## config.mk

```make
export PLATFORM = sky130hd
export DESIGN_NAME = decode_queue
export DESIGN_NICKNAME = d
export VERILOG_FILES = /design/src/rtl/decode_queue.sv
export SDC_FILE = /design/constraint.sdc
export NUM_CORES = 1
export LEC_CHECK = 0
export CORE_MARGIN = 1.5
export CORE_UTILIZATION = 54
export DETAILED_ROUTE_END_ITERATION = 10
export GPL_TIMING_DRIVEN = 0
export PLACE_DENSITY = 0.91
export SYNTH_ARGS = -nofsm -noshare
export SYNTH_HDL_FRONTEND = slang
export SYNTH_SLANG_ARGS = --single-unit
```

## constraint.sdc

```tcl
create_clock -name clk_i -period 5 [get_ports clk_i]
set_input_delay 1 -clock clk_i [delete_from_list [all_inputs] [get_ports clk_i]]
set_output_delay 1 -clock clk_i [all_outputs]
set_load 0.005 [all_outputs]
```

## src/rtl/decode_queue.sv

```systemverilog
// Buffered MIPS instruction decoder: fetch FIFO feeding a registered decode stage.
// Optional back-pressure counter enabled by defining DECODE_QUEUE_STALL_CNT_EN.
module decode_queue #(
  parameter int unsigned DEPTH = 4,
  parameter int unsigned PC_W  = 32
) (
  input  logic                       clk_i,
  input  logic                       rst_n_i,
  input  logic                       flush_i,
  input  logic                       instr_valid_i,
  input  logic [31:0]                instr_i,
  input  logic [PC_W-1:0]            pc_i,
  output logic                       instr_ready_o,
  output logic                       dec_valid_o,
  input  logic                       dec_ready_i,
  output logic [4:0]                 rs_o,
  output logic [4:0]                 rt_o,
  output logic [4:0]                 rd_o,
  output logic [5:0]                 op_o,
  output logic [5:0]                 funct_o,
  output logic [4:0]                 shamt_o,
  output logic [25:0]                target_o,
  output logic [31:0]                imm_o,
  output logic                       is_r_type_o,
  output logic                       is_i_type_o,
  output logic                       is_j_type_o,
  output logic                       use_link_reg_o,
  output logic [4:0]                 dest_reg_o,
  output logic [PC_W-1:0]            pc_o,
  output logic [PC_W-1:0]            branch_target_o,
  output logic [$clog2(DEPTH):0]     count_o,
  output logic [31:0]                stall_cnt_o
);

  localparam int unsigned AW = $clog2(DEPTH);
  localparam int unsigned CW = AW + 1;

  typedef struct packed {
    logic [4:0]      rs;
    logic [4:0]      rt;
    logic [4:0]      rd;
    logic [5:0]      op;
    logic [5:0]      funct;
    logic [4:0]      shamt;
    logic [25:0]     target;
    logic [31:0]     imm;
    logic            is_r;
    logic            is_i;
    logic            is_j;
    logic            link;
    logic [4:0]      dest;
    logic [PC_W-1:0] pc;
    logic [PC_W-1:0] bt;
  } dec_t;

  logic [31:0]     instr_mem_q [DEPTH];
  logic [PC_W-1:0] pc_mem_q    [DEPTH];
  logic [AW-1:0]   rd_ptr_q, rd_ptr_d, wr_ptr_q, wr_ptr_d;
  logic [CW-1:0]   count_q, count_d;
  logic            dec_valid_q, dec_valid_d;
  dec_t            dec_q, dec_d, head;
  logic            push, pop;
  logic [31:0]     hi;
  logic [PC_W-1:0] hpc, off;
  logic            regimm_link;

  assign instr_ready_o = (count_q != CW'(DEPTH));
  assign push = instr_valid_i && instr_ready_o;
  assign pop  = (count_q != '0) && (!dec_valid_q || dec_ready_i);

  always_comb begin
    hi  = instr_mem_q[rd_ptr_q];
    hpc = pc_mem_q[rd_ptr_q];
    head        = '0;
    head.rs     = hi[25:21];
    head.rt     = hi[20:16];
    head.rd     = hi[15:11];
    head.op     = hi[31:26];
    head.funct  = hi[5:0];
    head.shamt  = hi[10:6];
    head.target = hi[25:0];
    head.is_r   = (head.op == 6'h00);
    head.is_j   = (head.op == 6'h02) || (head.op == 6'h03);
    head.is_i   = !head.is_r && !head.is_j;
    if (head.op inside {6'h0C, 6'h0D, 6'h0E}) head.imm = {16'h0000, hi[15:0]};
    else                                      head.imm = {{16{hi[15]}}, hi[15:0]};
    regimm_link = (head.op == 6'h01) && ((head.rt == 5'h10) || (head.rt == 5'h11));
    head.link   = regimm_link || (head.is_r && head.funct == 6'h09) || (head.op == 6'h03);
    if (head.is_r)                             head.dest = head.rd;
    else if (head.op == 6'h03 || regimm_link)  head.dest = 5'd31;
    else if (head.op == 6'h02)                 head.dest = 5'd0;
    else                                       head.dest = head.rt;
    head.pc = hpc;
    // Branch offset is always the sign-extended immediate, independent of op.
    off     = {{(PC_W-16){hi[15]}}, hi[15:0]};
    head.bt = hpc + PC_W'(4) + (off << 2);
  end

  always_comb begin
    rd_ptr_d    = rd_ptr_q;
    wr_ptr_d    = wr_ptr_q;
    count_d     = count_q;
    dec_valid_d = dec_valid_q;
    dec_d       = dec_q;
    if (flush_i) begin
      rd_ptr_d    = '0;
      wr_ptr_d    = '0;
      count_d     = '0;
      dec_valid_d = 1'b0;
    end else begin
      if (push) wr_ptr_d = wr_ptr_q + 1'b1;
      if (pop) begin
        rd_ptr_d    = rd_ptr_q + 1'b1;
        dec_valid_d = 1'b1;
        dec_d       = head;
      end else if (dec_valid_q && dec_ready_i) begin
        dec_valid_d = 1'b0;
      end
      count_d = count_q + CW'(push) - CW'(pop);
    end
  end

  always_ff @(posedge clk_i or negedge rst_n_i) begin
    if (!rst_n_i) begin
      rd_ptr_q    <= '0;
      wr_ptr_q    <= '0;
      count_q     <= '0;
      dec_valid_q <= 1'b0;
      dec_q       <= '0;
    end else begin
      rd_ptr_q    <= rd_ptr_d;
      wr_ptr_q    <= wr_ptr_d;
      count_q     <= count_d;
      dec_valid_q <= dec_valid_d;
      dec_q       <= dec_d;
    end
  end

  always_ff @(posedge clk_i) begin
    if (push && !flush_i) begin
      instr_mem_q[wr_ptr_q] <= instr_i;
      pc_mem_q[wr_ptr_q]    <= pc_i;
    end
  end

`ifdef DECODE_QUEUE_STALL_CNT_EN
  logic [31:0] stall_cnt_q, stall_cnt_d;
  always_comb stall_cnt_d = stall_cnt_q + 32'(dec_valid_q && !dec_ready_i);
  always_ff @(posedge clk_i or negedge rst_n_i) begin
    if (!rst_n_i) stall_cnt_q <= '0;
    else          stall_cnt_q <= stall_cnt_d;
  end
  assign stall_cnt_o = stall_cnt_q;
`else
  assign stall_cnt_o = '0;
`endif

  assign count_o         = count_q;
  assign dec_valid_o     = dec_valid_q;
  assign rs_o            = dec_q.rs;
  assign rt_o            = dec_q.rt;
  assign rd_o            = dec_q.rd;
  assign op_o            = dec_q.op;
  assign funct_o         = dec_q.funct;
  assign shamt_o         = dec_q.shamt;
  assign target_o        = dec_q.target;
  assign imm_o           = dec_q.imm;
  assign is_r_type_o     = dec_q.is_r;
  assign is_i_type_o     = dec_q.is_i;
  assign is_j_type_o     = dec_q.is_j;
  assign use_link_reg_o  = dec_q.link;
  assign dest_reg_o      = dec_q.dest;
  assign pc_o            = dec_q.pc;
  assign branch_target_o = dec_q.bt;

endmodule

```

==> results.md <==
* Outcome: complete, no violations
* Final ANT Viol Nets at 0
* Async set-reset flop share out of synthesis at 30.43%
* Crit path capture: branch_target_o[27]$_DFFE_PN0P_
* Die ar. at slightly above 30000 um2
* Placed inst area at between 15000 and 20000 um2
* R2R Path End: branch_target_o[27]$_DFFE_PN0P_
* CTS sink count at ~370
* Reg-to-reg slack, setup at between 150 and 200 ps
* Top post-synthesis cells by area: edfxtp_1 48%, dfrtp_1 17%, mux4_2 7.2%, nand2_1 6.0%, ha_1 4.9%
* #FFs+latches synth at 368
* WS Path Type: reg2reg
* DR WL/cell at 22.28 um
* Hold Crit Class: in2async
* Synth cell count leaders: 257 x nand2_1, 256 x edfxtp_1, 112 x dfrtp_1
* Initial Util at 54.72%
* Drt drc at 0
* Gr usage total at about 27%
* Crit path launch: rd_ptr_q[1]$_DFFE_PN0P_
* Initial antenna violation count at 3
* Vias at approximately 11000
* Final hold vios at 0
* Most common cell in the netlist: nand2_1
* Nets@finish at roughly 1600
* CP Max Fanout at 10
* DR iter-0 viols at ~730
* Post-synth EDFFs at ~260
* Largest area contributor in the netlist: edfxtp_1
* Startpoint Class: flop
* VDD IR-drop max at between 0.4 and 0.5 mV
* Cells after Synth at approximately 1100
* Design area at 20470 um2
* P_leak at ~8 nW
* Io pins at 269
* Final worst-path cycle share at between 90 and 100%
* Clock transition at the registers of the reported paths at roughly 60 ps
* FP Rows at 63
* Global-route wire length before repair at approximately 63000 um
* Clk_skew at 21.16 ps
* Worst-Margin Slew at about 1000 ps
* Max Clk Rate at 207.6 MHz
* Final WL at between 40000 and 50000 um
* Die W at 176.1 um
* Detail-routed via count per cell at roughly 5.7
* Total congestion overflow at 0
* Relative slew slack at around 34%
* CTS tree: built
* CTS Buf Count at 37
* Max clock buf depth at 3
* I/O Buffers at between 200 and 250
* RePlAce Congestion at approximately 0.89
* Critical R2R Launch: rd_ptr_q[1]$_DFFE_PN0P_
* Pre-CTS setup slack at -40.44 ps
* Mean post-synth cell area at between 10 and 15 um2
* Crit path arrival time at 5200 ps
* Yosys cell types at 52
* Hold Buf Count CTS at 0
* Sequential area share after synthesis at between 60 and 70%
* Share of layout cells above drive strength 1 at roughly 16%
* Total negative slack at 0 ps
* PwrDens at 648.9 nW/um2
* Die height at about 180 um
* Fin crit period at a little under 5000 ps
* CP Data Required Time at ~5400 ps
* Root Driver: clkbuf_16
* Total iterations of the first detailed-routing run at 5
* HPWL after DPL at 28430 um
* Worst reg-to-reg path cell count at 14
* Endpoints failing setup at 0
* Worst setup EP type: flop
* Setup slack after layout at ~180 ps
* Area Overhead vs Synth at 26.54%
* YS warnings at 0
* Htree depth at 2
* Post-Syn Area at 16170 um2
* Slew Viols, Final at 0
* CORE AREA at just under 30000 um2
* Synth top area share at a little under half
* Vias in the first global route at 10956
* Clk_lat worst skew at around 530 ps
* Most used flip-flop cell after synthesis: edfxtp_1
* RSZ-0062 raised after global routing: no
* Max-cap viol count at 0
* Total power at between 0.01 and 0.015 W
* Largest net degree at the start of global routing at 93
## area by class of cell
class,count,area [um2]
sequential,368,10490
fill,1906,9092
multi-input combinational,659,4882
timing repair buffer,241,2501
clock buffer,46,969.7
buffer,133,884.6
tap,390,488.0
clock inverter,22,182.7
inverter,17,63.81
antenna,2,5.005
## metrics by stage
stage / hold slack (ps) / instances / util, %
finish: 324.2 / 1878 / 69.24
global route: 326.7 / 1876 / 69.22
CTS: 310.4 / 1876 / 69.16
detailed placement: 462.2 / 1808 / 65.26
global placement: 458.2 / 1803 / 64.75
floorplan: 469.8 / 1177 / -
## worst min-delay path by stage
stage | start | end | slack, ps | cells after the start
after floorplan | branch_target_o[3]$_DFFE_PN0P_ | branch_target_o[3]$_DFFE_PN0P_ | 470 | 2
after global placement | branch_target_o[4]$_DFFE_PN0P_ | branch_target_o[4]$_DFFE_PN0P_ | 460 | 2
after detailed placement | pc_o[13]$_DFFE_PN0P_ | pc_o[13]$_DFFE_PN0P_ | 460 | 2
after CTS | rst_n_i | count_o[2]$_DFF_PN0_ | 310 | 1
after global routing | rst_n_i | rs_o[1]$_DFFE_PN0P_ | 330 | 1
final | rst_n_i | wr_ptr_q[0]$_DFFE_PN0P_ | 320 | 1
## where the power goes
group	internal (W)	switching [W]
Clock	0.00149	0.00115
Sequential	0.00383	0.000412
Combinational	0.00307	0.00332
Total	0.00840	0.00489
## placed cells by master (no fill, tap or decap), types with 7 or more instances in the layout
cell	netlist	layout
clkbuf_16	0	37
xnor2_1	22	22
clkbuf_1	23	29
nand2_1	257	257
clkinv_2	0	11
conb_1	1	32
buf_4	91	91
a31oi_1	8	8
edfxtp_1	256	256
o21ai_0	53	52
dfrtp_1	112	112
nor2_1	27	27
inv_1	17	17
nand4_1	7	7
a21oi_1	39	39
clkdlybuf4s50_1	0	235
mux4_2	52	52
nand3_1	10	10
ha_1	63	63
xor2_1	9	9
mux4_1	11	11
buf_2	11	9
## cell families after synthesis
logic type / count (synthesis) / share of synthesized area, %
AOI/OAI and AO/OA: 139 / 5.013
xor gates and xnor gates: 31 / 1.679
adders and majority gates: 65 / 5.121
buffers and inverters: 150 / 5.817
DFF: 368 / 64.86
muxes: 65 / 9.159
other: 1 / 0.02318
and+or+nand+nor: 327 / 8.332
## layer usage
metal  share of wire (%)  GRT usage, %  vias up
met5               0.033             0        -
met4                 4.7         13.50        2
met3                 8.4         5.685      134
met2                  49         46.67      609
met1                  37         32.86     5207
li1                    -             -     4699
## sequential cells by signal, indices dropped and copies added, names as in the netlist, 2 cells and up
name	count
dest_reg_o	5
branch_target_o	30
wr_ptr_q	2
rs_o	5
rd_ptr_q	2
rt_o	4
shamt_o	4
pc_o	32
rd_o	4
count_o	3
target_o	4
op_o	6
pc_mem_q	128
instr_mem_q	128
funct_o	5
## worst max-delay path, cell delays in order, from the launching register on
cell and delay, ps:
dfrtp_1 410, buf_2 330, clkbuf_4 310, clkbuf_4 320, buf_2 330, mux4_2 390
ha_1 360, fa_1 470, a21oi_1 210, o211ai_1 260, a2111oi_4 460, o21ai_1 230
a21oi_1 280, xnor2_1 180, o21ai_0 110
## repair_timing
item                                    in CTS  in global routing
endpoints found under the setup margin       2                  7
resized for setup                            2                  5
buffers inserted                             0                  0
Note: power is estimated with default switching activity, not from simulation.
